<file path="src/rtl/cache_arb_pkg.sv">
// Shared types and default widths for the two-requester cache arbiter.
// Latency: n/a (declarations only).
// Backpressure: n/a.
package cache_arb_pkg;

    localparam int DEF_ADDR_W = 32;
    localparam int DEF_DATA_W = 32;
    localparam int DEF_CNT_W  = 16;

    // One transaction in flight: grant, one issue cycle, then wait for the cache.
    typedef enum logic [1:0] {
        IDLE  = 2'd0,
        ISSUE = 2'd1,
        WAIT  = 2'd2
    } arb_state_t;

endpackage

</file>
<file path="src/rtl/cache_arb_rr.sv">
// Two-input round-robin picker: returns the one-hot winner among active requests.
// Latency: purely combinational.
// Backpressure: none; the caller decides when the pick is consumed.
module cache_arb_rr (
    input  logic [1:0] req,
    input  logic       rr_ptr,
    output logic [1:0] winner
);

    // A lone request always wins; on a tie the pointer names the favoured side.
    always_comb begin
        winner = 2'b00;
        case (req)
            2'b01:   winner = 2'b01;
            2'b10:   winner = 2'b10;
            2'b11:   winner = rr_ptr ? 2'b10 : 2'b01;
            default: winner = 2'b00;
        endcase
    end

endmodule

</file>
<file path="src/rtl/cache_arbiter.sv">
// Two-requester round-robin arbiter in front of a single-port cache; optional stats (CACHE_ARB_STATS_EN).
// Latency: grant on the first edge seeing req, one issue cycle, done one edge after c_response is seen in WAIT.
// Backpressure: a requester waits while the other owns the cache; the cache stalls via c_response low.
module cache_arbiter
    import cache_arb_pkg::*;
#(
    parameter int ADDR_W = DEF_ADDR_W,
    parameter int DATA_W = DEF_DATA_W,
    parameter int CNT_W  = DEF_CNT_W
) (
    input  logic                clk,
    input  logic                rst_n,
    input  logic [1:0]          req,
    input  logic [1:0]          wr,
    input  logic [2*ADDR_W-1:0] addr,
    input  logic [2*DATA_W-1:0] wdata,
    output logic [1:0]          gnt,
    output logic [1:0]          done,
    output logic [DATA_W-1:0]   rdata,
    output logic                miss,
    output logic [ADDR_W-1:0]   c_addr,
    output logic [DATA_W-1:0]   c_data,
    output logic                c_wr,
    input  logic                c_response,
    input  logic                c_is_missrate,
    input  logic [DATA_W-1:0]   c_out,
    output logic [CNT_W-1:0]    req_cnt,
    output logic [CNT_W-1:0]    miss_cnt
);

    arb_state_t          state_q, state_d;
    logic [1:0]          gnt_q, gnt_d;
    logic [1:0]          done_q, done_d;
    logic [DATA_W-1:0]   rdata_q, rdata_d;
    logic                miss_q, miss_d;
    logic [ADDR_W-1:0]   c_addr_q, c_addr_d;
    logic [DATA_W-1:0]   c_data_q, c_data_d;
    logic                c_wr_q, c_wr_d;
    logic                rr_q, rr_d;
    logic [1:0]          winner;
    logic                win_idx;

    cache_arb_rr u_rr (
        .req    (req),
        .rr_ptr (rr_q),
        .winner (winner)
    );

    assign win_idx = winner[1];

    // Next-state and output decode; the op of the owner is latched at grant and held for the cache.
    always_comb begin
        state_d  = state_q;
        gnt_d    = gnt_q;
        done_d   = 2'b00;
        rdata_d  = rdata_q;
        miss_d   = miss_q;
        c_addr_d = c_addr_q;
        c_data_d = c_data_q;
        c_wr_d   = c_wr_q;
        rr_d     = rr_q;
        case (state_q)
            IDLE: begin
                if (req != 2'b00) begin
                    gnt_d    = winner;
                    c_addr_d = win_idx ? addr[ADDR_W +: ADDR_W] : addr[0 +: ADDR_W];
                    c_data_d = win_idx ? wdata[DATA_W +: DATA_W] : wdata[0 +: DATA_W];
                    c_wr_d   = win_idx ? wr[1] : wr[0];
                    rr_d     = ~win_idx;
                    state_d  = ISSUE;
                end
            end
            // The cache needs one cycle to see the new drive, so c_response is ignored here.
            ISSUE: begin
                state_d = WAIT;
            end
            WAIT: begin
                if (c_response) begin
                    done_d  = gnt_q;
                    gnt_d   = 2'b00;
                    state_d = IDLE;
                    if (c_wr_q) begin
                        miss_d = 1'b0;
                    end else begin
                        rdata_d = c_out;
                        miss_d  = c_is_missrate;
                    end
                end
            end
            default: begin
                state_d = IDLE;
                gnt_d   = 2'b00;
            end
        endcase
    end

    // Arbiter state register; reset drops any in-flight op without a done.
    always_ff @(posedge clk or negedge rst_n) begin
        if (!rst_n) begin
            state_q  <= IDLE;
            gnt_q    <= 2'b00;
            done_q   <= 2'b00;
            rdata_q  <= '0;
            miss_q   <= 1'b0;
            c_addr_q <= '0;
            c_data_q <= '0;
            c_wr_q   <= 1'b0;
            rr_q     <= 1'b0;
        end else begin
            state_q  <= state_d;
            gnt_q    <= gnt_d;
            done_q   <= done_d;
            rdata_q  <= rdata_d;
            miss_q   <= miss_d;
            c_addr_q <= c_addr_d;
            c_data_q <= c_data_d;
            c_wr_q   <= c_wr_d;
            rr_q     <= rr_d;
        end
    end

    assign gnt    = gnt_q;
    assign done   = done_q;
    assign rdata  = rdata_q;
    assign miss   = miss_q;
    assign c_addr = c_addr_q;
    assign c_data = c_data_q;
    assign c_wr   = c_wr_q;

`ifdef CACHE_ARB_STATS_EN
    logic [CNT_W-1:0] req_cnt_q, req_cnt_d;
    logic [CNT_W-1:0] miss_cnt_q, miss_cnt_d;
    logic             grant_fire;
    logic             rd_miss_fire;

    // Saturating event counters: one per grant, one per read that completed as a miss.
    always_comb begin
        grant_fire   = (state_q == IDLE) && (req != 2'b00);
        rd_miss_fire = (state_q == WAIT) && c_response && !c_wr_q && c_is_missrate;
        req_cnt_d    = req_cnt_q;
        miss_cnt_d   = miss_cnt_q;
        if (grant_fire && (req_cnt_q != '1)) begin
            req_cnt_d = req_cnt_q + CNT_W'(1);
        end
        if (rd_miss_fire && (miss_cnt_q != '1)) begin
            miss_cnt_d = miss_cnt_q + CNT_W'(1);
        end
    end

    // Statistics registers.
    always_ff @(posedge clk or negedge rst_n) begin
        if (!rst_n) begin
            req_cnt_q  <= '0;
            miss_cnt_q <= '0;
        end else begin
            req_cnt_q  <= req_cnt_d;
            miss_cnt_q <= miss_cnt_d;
        end
    end

    assign req_cnt  = req_cnt_q;
    assign miss_cnt = miss_cnt_q;
`else
    assign req_cnt  = '0;
    assign miss_cnt = '0;
`endif

endmodule
</file>
<file path="config.mk">
export PLATFORM = sky130hd
export DESIGN_NAME = cache_arbiter
export DESIGN_NICKNAME = d
export VERILOG_FILES = /design/src/rtl/cache_arb_pkg.sv /design/src/rtl/cache_arb_rr.sv /design/src/rtl/cache_arbiter.sv
export SDC_FILE = /design/constraint.sdc
export NUM_CORES = 1
export LEC_CHECK = 0
export ABC_AREA = 1
export CORE_MARGIN = 2
export CORE_UTILIZATION = 42
export DETAILED_ROUTE_END_ITERATION = 16
export PLACE_DENSITY = 0.86
export SKIP_LAST_GASP = 1
export SYNTH_ARGS = -nofsm -noshare
export SYNTH_HDL_FRONTEND = slang
export SYNTH_SLANG_ARGS = --single-unit
</file>
<file path="constraint.sdc">
create_clock -name clk -period 2.1 [get_ports clk]
set_input_delay 0.42 -clock clk [delete_from_list [all_inputs] [get_ports clk]]
set_output_delay 0.42 -clock clk [all_outputs]
set_load 0.05 [all_outputs]
</file>
==> impl_metrics.json <==
{
  "rr_worst_depth": 6,
  "cts_resized": 0,
  "drv_cap": 0,
  "first_pass_iters": 5,
  "seqPwrFrac_pct": 25.7,
  "clock-sinks": 105,
  "path_buf_inv": 1,
  "final_layout_size_suffix_gt1_share_pct": 4.11,
  "p_clk_share_pct": 14.1,
  "r2r_setup_slack_ns": 0.74,
  "p_per_area_nw_per_um2": 1610,
  "area_growth_pct": 56.4,
  "required_ns": 1.68,
  "tns_ns": 0,
  "mostFrequentLayoutCells": "nand2_1 (267), clkdlybuf4s50_1 (267), nand3_1 (165)",
  "crit_type": "register to output pin",
  "dieArea_um2": 14000,
  "routabilityCongestion": 0.784,
  "combPwrFrac_pct": 60.2,
  "drt-wirelength-per-cell_um": 13.5,
  "met3_usage_pct": 5.12,
  "antenna_found_initial": 0,
  "swShare_pct": 50.2,
  "cts_max_path_buffers": 2,
  "dr_total_vias": 5585,
  "initial_core_util_pct": 43.2,
  "p_int_mw": 6.88,
  "netlist_area_um2": 5500,
  "ys_warn_count": 0,
  "cts_buffers": 9,
  "peakVddDrop_v": 0.000721,
  "antenna_cells": 0,
  "avgSynthCellArea_um2": 7.19,
  "n_fill_cell": 1075,
  "multi_input_area_um2": 2010,
  "track_usage_pct": 23.3,
  "setup_violations": 0,
  "use_met2_pct": 40.5,
  "postCtsSetupRepairBufs": 0,
  "dieWidth_um": 118,
  "seq_area_um2": 2630,
  "io_pins": 302,
  "grt_max_degree": 68,
  "p_switching_mw": 6.95,
  "period_needed_ns": 2.03,
  "cp.depth": 1,
  "hold_path_class": "primary input to async pin",
  "drc": 0,
  "status": "completed",
  "synth_cell_types": 15,
  "grt.busiest_layer": "met2",
  "synth_seq_cells": 105,
  "htree_levels": 3,
  "core.rowCount": 41,
  "ctsRootBufferMaster": "clkbuf_16",
  "path_cells": "clkdlybuf4s50_1",
  "worstMarginPinSlew_ns": 0.551,
  "slowest_stage": "clkdlybuf4s50_1",
  "clk-insertion-delay-late_ns": 0.33,
  "fin_cells": 1194,
  "vias_per_cell": 4.68,
  "die_h_um": 118,
  "grt_overflow": 0,
  "use_met1_pct": 28.8,
  "nets": 1185,
  "cpLargestDelayFamily": "buffers and inverters",
  "wirelength_mm": 16.2,
  "hpwlAfterDp_mm": 12.0,
  "fmax_mhz": 492,
  "cp-end-kind": "output pin",
  "timing.final.crit_share_pct": 96.7,
  "grt_pass1_wl_mm": 26.6,
  "cp_max_fo": 3,
  "grt_pass1_vias": 5453,
  "synth-seq-area-share_pct": 47.8,
  "hold_buffers": 0,
  "rsz0062_at_grt": "no",
  "cts_tree": "yes",
  "skew_ns": 0.00715,
  "finalHoldViolCount": 0,
  "clk_pin_slew_ns": 0.07,
  "postRouteAntennaNets": 0,
  "fp.coreArea_um2": 12700,
  "syn_inst": 765,
  "relSlewSlack_pct": 63.1,
  "cpPeakStageDelay_ns": 0.85,
  "drt-initial-drc-count": 314,
  "cp_data_arrival_time_ns": 1.61,
  "leakage_nw": 4.59,
  "placedCellCount": 1178,
  "portBuffers": 269,
  "slew_viol_final": 0,
  "startpoint_type": "register"
}
cell families after synthesis:
group | share of synthesized area [%]
buffers and inverters | 17.9
AO/OA/AOI/OAI | 0.273
flip-flops | 47.8
other | 0.0682
AND/OR/NAND/NOR | 34.0
synth_stat cells:
cell type | instances | area share [%]
and2_1 | 1 | 0.11
buf_2 | 32 | 2.9
buf_4 | 36 | 4.9
clkbuf_1 | 8 | 0.55
conb_1 | 1 | 0.068
dfrtp_1 | 105 | 48
inv_1 | 137 | 9.3
inv_2 | 2 | 0.14
nand2_1 | 269 | 18
nand2_2 | 1 | 0.11
nand3_1 | 165 | 15
nor2_1 | 3 | 0.20
nor2_2 | 2 | 0.23
o21ai_0 | 2 | 0.18
o21ai_1 | 1 | 0.091
registers in the layout, summed over array words and instances, names as in the netlist:
register	cells
miss	1
c_addr	32
c_data	32
state_q	2
rdata	32
gnt	2
rr_q	1
done	2
c_wr	1
per-layer routing:
| metal | routed length (um) | up-vias |
|---|---|---|
| met5 | 0 | - |
| met4 | 359 | 0 |
| met3 | 1300 | 30 |
| met2 | 7930 | 252 |
| met1 | 6550 | 2575 |
| li1 | - | 2728 |
per-stage QoR:
step	util [%]	setup slack, ns	area [um^2]	hold WS (ns)	power (mW)
after floorplan	-	0.747	5620	0.124	8.99
after global placement	64.9	0.299	8250	0.427	11.8
after detailed placement	64.9	0.266	8250	0.422	11.9
after CTS	67.6	0.0337	8600	0.0547	13.9
after global routing	67.6	0.0262	8600	0.0682	14.6
final	67.6	0.0694	8600	0.0384	13.8
layout make-up:
| cell class | instances | area share, % |
|---|---|---|
| multi-input combinational | 476 | 23.4 |
| timing repair buffer | 286 | 33.4 |
| clock buffer | 10 | 2.78 |
| inverter | 139 | 6.06 |
| tap | 172 | 2.50 |
| clock inverter | 6 | 1.31 |
| sequential | 105 | 30.5 |
path summary, 6_finish.rpt:
kind,start,end
max reg2reg,state_q[0],rdata[9]
min in group clk,rdata[14],rdata[14]
min reg2reg,rdata[14],rdata[14]
min,rst_n,c_data[12]
max in group asynchronous,rst_n,c_data[15]
max,c_wr,c_wr
power by group through the flow:
stage | logic (mW) | registers [mW] | clock network [mW]
floorplan | 2.19 | 6.79 | 0
global placement | 8.25 | 3.54 | 0
detailed placement | 8.38 | 3.56 | 0
finish | 8.34 | 3.55 | 1.95
CTS | 8.39 | 3.55 | 1.98
global route | 8.85 | 3.67 | 2.06
No activity file was read; power rests on OpenSTA's default activity.
